--- src/rtl/seq194_ctrl.sv ---
// Command sequencer for a _74HC194 universal shift register: load / shift / rotate over START-BUSY-DONE.
// Optional feature macro: SEQ194_ROTATE_EN (rotate right for OP=11; otherwise OP=11 is rejected with ERR).
module seq194_ctrl #(
   parameter int unsigned CNT_W = 4
) (
   input  logic             CLK,
   input  logic             CLR,
   input  logic             START,
   input  logic [1:0]       OP,
   input  logic [3:0]       DIN,
   input  logic [CNT_W-1:0] CNT,
   input  logic             SIN,
   input  logic [3:0]       Q,
   output logic             BUSY,
   output logic             DONE,
   output logic             ERR,
   output logic [1:0]       S,
   output logic [3:0]       D,
   output logic             SER
);

   typedef enum logic [1:0] {IDLE, RUN, FIN} state_t;

   state_t           state, state_nxt;
   logic [CNT_W-1:0] rem, rem_nxt;
   logic [1:0]       op_q, op_nxt;
   logic [3:0]       d_nxt;
   logic [1:0]       s_nxt;
   logic             busy_nxt, done_nxt, err_nxt;
   logic             reject;

`ifdef SEQ194_ROTATE_EN
   assign reject = 1'b0;
`else
   assign reject = (OP == 2'b11);
`endif

   always_ff @(posedge CLK or negedge CLR) begin
      if (!CLR) begin
         state <= IDLE;
         rem   <= '0;
         op_q  <= 2'b00;
         D     <= '0;
         S     <= 2'b00;
         BUSY  <= 1'b0;
         DONE  <= 1'b0;
         ERR   <= 1'b0;
      end else begin
         state <= state_nxt;
         rem   <= rem_nxt;
         op_q  <= op_nxt;
         D     <= d_nxt;
         S     <= s_nxt;
         BUSY  <= busy_nxt;
         DONE  <= done_nxt;
         ERR   <= err_nxt;
      end
   end

   // FIN accepts START exactly like IDLE so commands can run back to back
   always_comb begin
      state_nxt = state;
      rem_nxt   = rem;
      op_nxt    = op_q;
      d_nxt     = D;
      err_nxt   = 1'b0;
      unique case (state)
         IDLE, FIN: begin
            state_nxt = IDLE;
            if (START) begin
               if (reject) begin
                  err_nxt = 1'b1;
               end else begin
                  op_nxt = OP;
                  d_nxt  = DIN;
                  if (OP == 2'b00) begin
                     rem_nxt   = CNT_W'(1);
                     state_nxt = RUN;
                  end else if (CNT != '0) begin
                     rem_nxt   = CNT;
                     state_nxt = RUN;
                  end else begin
                     rem_nxt   = '0;
                     state_nxt = FIN;
                  end
               end
            end
         end
         RUN: begin
            rem_nxt = rem - CNT_W'(1);
            if (rem == CNT_W'(1)) state_nxt = FIN;
         end
         default: state_nxt = IDLE;
      endcase
   end

   // Registered outputs are decoded from the next state so they line up with it
   always_comb begin
      s_nxt    = 2'b00;
      busy_nxt = (state_nxt == RUN);
      done_nxt = (state_nxt == FIN);
      if (state_nxt == RUN) begin
         unique case (op_nxt)
            2'b00:   s_nxt = 2'b11;
            2'b01:   s_nxt = 2'b01;
            2'b10:   s_nxt = 2'b10;
            default: s_nxt = 2'b01;
         endcase
      end
   end

   always_comb begin
      SER = 1'b0;
      if (state == RUN) begin
         if (op_q == 2'b01 || op_q == 2'b10) SER = SIN;
`ifdef SEQ194_ROTATE_EN
         else if (op_q == 2'b11) SER = Q[3];
`endif
      end
   end

`ifndef SEQ194_ROTATE_EN
   logic unused_q;
   assign unused_q = ^Q;
`endif

endmodule

--- config.mk ---
export PLATFORM = sky130hd
export DESIGN_NAME = seq194_ctrl
export DESIGN_NICKNAME = d
export VERILOG_FILES = /design/src/rtl/seq194_ctrl.sv
export SDC_FILE = /design/constraint.sdc
export NUM_CORES = 1
export LEC_CHECK = 0
export ABC_AREA = 0
export CORE_ASPECT_RATIO = 1.25
export CORE_MARGIN = 5
export CORE_UTILIZATION = 47
export CTS_CLUSTER_DIAMETER = 100
export CTS_CLUSTER_SIZE = 14
export DETAILED_ROUTE_END_ITERATION = 7
export PLACE_DENSITY_LB_ADDON = 0.05
export SYNTH_ARGS = -nofsm -noshare
export SYNTH_HDL_FRONTEND = slang
export SYNTH_SLANG_ARGS = --single-unit
--- constraint.sdc ---
create_clock -name CLK -period 4.5 [get_ports CLK]
set_clock_uncertainty 0.15 [all_clocks]
set_input_delay 1.125 -clock CLK [delete_from_list [all_inputs] [get_ports CLK]]
set_output_delay 1.125 -clock CLK [all_outputs]
set_load 0.02 [all_outputs]
Word level (Yosys, flattened, before mapping). Index checks and enable logic that the tools add are counted.

Flip-flop bits (word level): 17. Bits of input ports: 18. Output and inout bits: 10. Logic and storage cells: 51.

$add $sub $neg: 1. Eq/ne operators: 11. Muxes and demuxes: 21. Bitwise logic cells: 1. Reduce and logical (&&, ||, !) cells: 9.

Operators with widths (number): $mux W2 (9); $mux W4 (4); $eq A2 B2 Y1 const B (5); $pmux W2 S2 (2); $pmux W4 S2 (1); $eq A2 B1 Y1 const B (3); $logic_not A2 Y1 (3); $reduce_and A3 Y1 (2); $mux W1 (5); $eq A4 B1 Y1 const B (1); $ne A2 B2 Y1 const B (2); $reduce_bool A4 Y1 (1); $sub A4 B1 Y4 const B (1); $reduce_bool A2 Y1 (1); $reduce_or A2 Y1 (1); $logic_or A1 B1 Y1 (1); $not A1 Y1 (1).

Depth between registers and ports, before layout. Gate-level depths: netlist (run 1).

Depth after elaboration: 8. Gate-level depth with buffers: 5. Mapped depth without buffers: 5.

Least setup slack after synthesis (run 1). Ideal clock, no wire load.

Path kind: input -> output. Start point: in SIN. End point: out SER. Data arrival time: 1.365 ns. Data required time: 3.225 ns. Setup slack: 1.860 ns. Cell stages on the path: 1. Path buffers: 0. Cell sequence: and3_1.

Longest elaborated chain between the ends: 2.

RTL lines: from (decl) (RTL line 12) `input logic SIN,`; $mux W1 (RTL line 115) `if (op_q == 2'b01 || op_q == 2'b10) SER = SIN;`; $mux W1 (RTL line 114) `if (state == RUN) begin`; to (decl) (RTL line 19) `output logic SER`.

No other way between the ends.

Worst setup path in the final report (run 1). Ends and elaborated chain as after synthesis.

==> results of run 1 <==
==> synthesized netlist by cell type, drive strengths merged, types with 2 or more instances <==
master | count | area, um^2
and3 | 2 | 17.5
nor3b | 2 | 15.0
and2b | 2 | 17.5
ha | 2 | 25.0
nand3 | 2 | 10.0
a21oi | 3 | 15.0
nor3 | 2 | 10.0
nor2 | 4 | 22.5
o211ai | 2 | 15.0
mux2 | 4 | 45.0
a2bb2o | 2 | 20.0
inv | 5 | 18.8
dfrtp | 17 | 425
nand2 | 5 | 18.8
or3 | 2 | 12.5
nand2b | 2 | 12.5
==> worst register-to-register path, stage by stage, from the launching register on <==
cell,delay (ps)
dfrtp_1,410
inv_1,80
ha_1,140
or3b_2,470
nand2_1,150
a22oi_1,110
==> worst max path at each step <==
| stage | to | slack [ps] | start | cells after the start |
|---|---|---|---|---|
| after floorplan | SER | 1860 | SIN | 1 |
| after global placement | SER | 930 | SIN | 3 |
| after detailed placement | SER | 910 | SIN | 3 |
| after CTS | SER | 910 | SIN | 3 |
| after global routing | SER | 900 | SIN | 3 |
| final | SER | 920 | SIN | 3 |
==> state kept, by name (all words and copies together), names as in the netlist <==
register / cells
D: 4
S: 2
state: 2
ERR: 1
op_q: 2
DONE: 1
BUSY: 1
rem: 4
==> logic make-up (layout without fill, tap and decap cells) <==
| kind of cell | count (synthesis) | in the layout | share of synthesized area (%) |
|---|---|---|---|
| xor gates and xnor gates | 1 | 1 | 1.06 |
| and+or+nand+nor | 26 | 26 | 19.6 |
| AOI/OAI and AO/OA | 17 | 17 | 16.4 |
| DFF | 17 | 17 | 51.6 |
| buffers and inverters | 6 | 32 | 2.88 |
| muxes | 4 | 4 | 5.46 |
| adders and majority gates | 2 | 2 | 3.03 |
==> metrics by stage <==
| step | area [um^2] | setup WS [ps] | power [W] |
|---|---|---|---|
| 4_1_cts | 1100 | 914 | 0.000714 |
| 5_1_grt | 1100 | 901 | 0.000767 |
| 3_5_place_dp | 1070 | 913 | 0.000632 |
| 2_1_floorplan | 825 | 1860 | 0.000499 |
| 6_report | 1100 | 922 | 0.000708 |
| 3_3_place_gp | 1070 | 925 | 0.000628 |
==> final cells by class <==
cell class,instances,share of cell area [%]
Timing Repair Buffer,23,20.9
Inverter,5,1.71
Tap cell,19,2.16
Multi-Input combinational cell,50,34.1
Sequential cell,17,38.7
Clock buffer,4,2.39
==> routing by layer <==
metal | track usage [%] | vias up
met3 | 2.56 | 2
li1 | - | 319
met1 | 19.8 | 338
met4 | 7.11 | 0
met5 | 0 | -
met2 | 22.2 | 13
==> power breakdown <==
part	switching (W)	internal [W]	total [W]
clock	0.0000467	0.0000344	0.0000812
combinational	0.000181	0.000181	0.000362
sequential	0.0000418	0.000223	0.000265
==> reports/metrics.csv, run 1 <==
metric,value,unit
hpwl dp,1270,um
RSZ-0062 raised after global routing,no,
Worst Path Buf+Inv,2,
Cell variety after synth,34,
hold_buf cts,0,
clock latency at the later pin of the worst-skew pair,290,ps
# fillers,142,
Crit Path Max Fanout,1,
Final Cycle Share,79.5,%
endpoint class of the critical path,output port,
top sig layer,met4,
status,"finished, final reports clean",
die height,56.8,um
kind of critical path,in -> out,
reg2reg setup slack,2880,ps
hold depth,1,
setup repair bufs after CTS,0,
"commonest non-fill, non-tap cell in the layout",clkdlybuf4s50_1,
CP arrival,2300,ps
Root Driver,clkbuf_4,
maxcap violations,0,
GRT Total Usage,14.8,%
Crit path required time,3220,ps
DRC Markers,0,
Sink Count,17,
num ports,28,
"EDFF count, synth",0,
P per Cell Area,644,nW/um^2
final hold slack,362,ps
Final Core Density,63.8,%
Leak,0.477,nW
# port buffers,23,
H-tree depth,1,
Hold Path Sink,D[2],
starting density of the core,47.9,%
CTS max path bufs,2,
r2r startpoint,rem[1],
Reg area,425,um^2
WL met3,69,um
Synthesis Warnings,0,
vias in the first global route,672,
Mean Syn Cell Area,11.3,um^2
setup_tns,0,ps
critical path's top delay family,buffers and inverters,
crit path launch type,primary input,
"flops & latches, synth",17,
most frequent cells in the layout,"clkdlybuf4s50_1, dfrtp_1, inv_1, nand2_1, mux2_2",
fin cells,118,
"Slew Viols, Final",0,
first-pass GRT wire length,2900,um
Multi-input gate area,375,um^2
register area share after synthesis,51.6,%
Core Area,1720,um^2
Crit path largest cell delay,600,ps
layout cells sized above 1,14.1,%
"Cell Chain, Critical Path",clkdlybuf4s50_1 > and3_1 > clkdlybuf4s50_1,
"Cell Area, Synth",825,um^2
CTS tree,done,
via count,672,
endpoints failing hold,0,
reg-to-reg endpoint,S[0],
hold path startpoint,D[2],
VDD IR-drop max,0.000344,V
Routed WL,1700,um
placed cell count,114,
Period minus WS final,3580,ps
ys async rst share,100,%
Worst path slowest cell,clkdlybuf4s50_1,
cts bufs inserted,3,
# rows,17,
DR pass1 iterations,4,
Main synth FF type,dfrtp_1,
Synthesized Nets,93,
Detail Route Antenna Nets,0,
Antenna diodes,0,
Hold Crit Class,reg -> reg,
Die Width,47.5,um
Cells after Synth,73,
post-CTS resize count,0,
NumNets Final,120,
met2 wire len,873,um
r2r worst-path depth,5,
initial antenna violation count,0,
Clock Pin Slew Worst Setup and Hold Paths,90,ps
cell mode on critical path,clkdlybuf4s50_1,
Fmax,280,MHz
grt ovf,0,
Slew headroom,50.2,%
Vias per Instance,5.69,
slew at the pin with the worst max-slew slack,745,ps
DRT iter0 DRCs,14,
DRT met1 WL,735,um
final setup violation count,0,
die area,2700,um^2
Wirelength per Cell,14.4,um
largest net degree at the start of global routing,18,
area growth from synthesis to layout,33.4,%
RD Place Congestion,0.900,
Power figures use the tool's default switching activity.
==> inputs of run 2 (changes only) <==
--- a/config.mk
+++ b/config.mk
@@ -8,7 +8,7 @@
 export ABC_AREA = 0
 export CORE_ASPECT_RATIO = 1.25
 export CORE_MARGIN = 5
-export CORE_UTILIZATION = 47
+export CORE_UTILIZATION = 43
 export CTS_CLUSTER_DIAMETER = 100
 export CTS_CLUSTER_SIZE = 14
 export DETAILED_ROUTE_END_ITERATION = 7
==> constraint.sdc (replaced) <==
create_clock -name CLK -period 3.45 [get_ports CLK]
set_clock_uncertainty 0.15 [all_clocks]
set_input_delay 0.8625 -clock CLK [delete_from_list [all_inputs] [get_ports CLK]]
set_output_delay 0.8625 -clock CLK [all_outputs]
set_load 0.02 [all_outputs]
==> run 2 against run 1 <==
Final cell count unchanged. Flip-flop and latch count unchanged. Total power up 31%. Wire length up 0.59%. Clock-buffer cell count down 1. Combinational power up 30%. First-iteration DRC count down 50%. Non-clock buffer count unchanged. Die area up 7.5%. Sequential share of layout area about the same. Critical endpoint unchanged. Highest routed layer unchanged.
==> reports/metrics.csv, run 2 (synthesis results as in run 1) <==
metric,value,unit,change
largest registers,"D x4, rem x4",,
"commonest non-fill, non-tap cell in the layout",clkdlybuf4s50_1,,
layout cells sized above 1,15.2,%,+1.0 points
Hold Crit Class,reg -> reg,,
Leak,0.479,nW,+0.57%
Final Cycle Share,88.3,%,
Crit Path Max Fanout,1,,unchanged
initial antenna violation count,0,,unchanged
hold depth,1,,unchanged
setup repair bufs after CTS,0,,unchanged
"Slew Viols, Final",0,,unchanged
RD Place Congestion,0.868,,-3.6%
most frequent cells in the layout,"clkdlybuf4s50_1, dfrtp_1, inv_1, nand2_1, mux2_2",,
"Power, Total",0.000925,W,+31%
Die Width,49.2,um,+3.6%
die area,2900,um^2,+7.5%
Fmax,328,MHz,
final setup violation count,0,,unchanged
CTS tree,done,,
slew at the pin with the worst max-slew slack,724,ps,-21.4 ps
starting density of the core,45.6,%,-2.3 points
setup_tns,0,ps,unchanged
GRT Total Usage,13.3,%,-1.6 points
vias in the first global route,689,,+2.5%
VDD IR-drop max,0.000451,V,+31%
Clock Pin Slew Worst Setup and Hold Paths,90,ps,about the same
endpoints failing hold,0,,unchanged
endpoint class of the critical path,output port,,
die height,59.0,um,+3.7%
Core Area,1810,um^2,+4.9%
DR pass1 iterations,3,,-1
Comb pwr share,51.0,%,about the same
num ports,28,,unchanged
Vias per Instance,5.53,,-2.8%
DP Worst Slack,402,ps,-511 ps
Internal,0.000571,W,+30%
DRT iter0 DRCs,7,,-7
clock latency at the later pin of the worst-skew pair,290,ps,about the same
Routed WL,1710,um,+0.59%
Slew headroom,51.6,%,+1.4 points
switching power,0.000354,W,+32%
Hold Path Sink,D[0],,
Period minus WS final,3050,ps,
H-tree depth,1,,unchanged
first-pass GRT wire length,2980,um,+2.8%
Final Cell Area,1100,um^2,+0.11%
Clock power frac,11.4,%,about the same
sequential cell fraction of total power,37.7,%,+0.3 points
# port buffers,23,,unchanged
Crit path required time,2440,ps,-780 ps
post-CTS resize count,0,,unchanged
crit path launch type,primary input,,
largest net degree at the start of global routing,18,,unchanged
CP arrival,2030,ps,-270 ps
r2r worst-path depth,5,,unchanged
worst setup path start,SIN,,
RSZ-0062 raised after global routing,no,,
critical path's top delay family,buffers and inverters,,
P per Cell Area,840,nW/um^2,+30%
cts bufs inserted,3,,unchanged
worst setup margin,404,ps,-519 ps
r2r startpoint,rem[1],,
Antenna diodes,0,,unchanged
kind of critical path,in -> out,,
Wirelength per Cell,14.5,um,+0.59%
cell mode on critical path,clkdlybuf4s50_1,,
NumNets Final,120,,unchanged
placed standard-cell area,1070,um^2,unchanged
Worst path slowest cell,clkdlybuf4s50_1,,
hold path startpoint,D[0],,
Detail Route Antenna Nets,0,,unchanged
status,"finished, final reports clean",,
CTS max path bufs,2,,unchanged
Root Driver,clkbuf_4,,
maxcap violations,0,,unchanged
DRC Markers,0,,unchanged
via count,653,,-2.8%
reg2reg setup slack,1820,ps,-1060 ps
"Cell Chain, Critical Path",clkdlybuf4s50_1 > and3_1 > clkdlybuf4s50_1,,
Sink Count,17,,unchanged
Stages on worst setup path,3,,unchanged
hold_buf cts,0,,unchanged
reg-to-reg endpoint,S[0],,
Crit path largest cell delay,590,ps,about the same
grt ovf,0,,unchanged
# rows,17,,unchanged
hpwl dp,1320,um,+4.6%
Worst Path Buf+Inv,2,,unchanged
final hold slack,367,ps,+5.48 ps
sw frac,38.3,%,+0.29 points
area growth from synthesis to layout,33.5,%,
[run 2: cell types whose count changed in the layout (fill, tap and decap cells not counted), sizes merged]
| cell | delta |
|---|---|
| clkbuf | -1 |
| clkinv | +1 |
[run 2: routing by layer]
metal / GRT usage [%] / up-vias / share of wire, %
li1: - / 321 / -
met1: 16.5 / 309 / 44
met2: 19.9 / 18 / 48
met3: 4.56 / 5 / 5.0
met4: 7.69 / 0 / 2.3
met5: 0 / - / 0
[run 2: worst reg2reg max path, cell delays in order (launching register included)]
cell and delay [ps]:
dfrtp_1 410, inv_1 80, ha_1 130, or3b_2 470, nand2_1 150, a22oi_1 110
[run 2: worst max path at each step]
stage	to	slack (ps)
6_report	SER	400
5_1_grt	SER	360
4_1_cts	SER	400
3_5_place_dp	SER	400
3_3_place_gp	SER	400
2_1_floorplan	SER	1330
[run 2: layout make-up]
cell class / count / area [um^2]
clock buffer: 3 / 22.5
clock inverter: 1 / 5.00
sequential: 17 / 425
fill: 167 / 707
tap: 19 / 23.8
timing repair buffer: 23 / 230
multi-input combinational: 50 / 375
inverter: 5 / 18.8
[run 2: power by group through the flow]
| stage | sequential (W) | clock, W | combinational, W |
|---|---|---|---|
| after CTS | 0.000348 | 0.000110 | 0.000478 |
| after detailed placement | 0.000352 | 0 | 0.000475 |
| after global routing | 0.000363 | 0.000122 | 0.000521 |
| final | 0.000348 | 0.000105 | 0.000471 |
| after global placement | 0.000350 | 0 | 0.000469 |
| after floorplan | 0.000399 | 0 | 0.000252 |
[run 2: metrics by stage]
step / instances / utilization [%]
after CTS: 118 / 60.9
final: 118 / 60.9
after floorplan: 73 / -
after detailed placement: 114 / 59.4
after global routing: 118 / 60.9
after global placement: 114 / 59.4
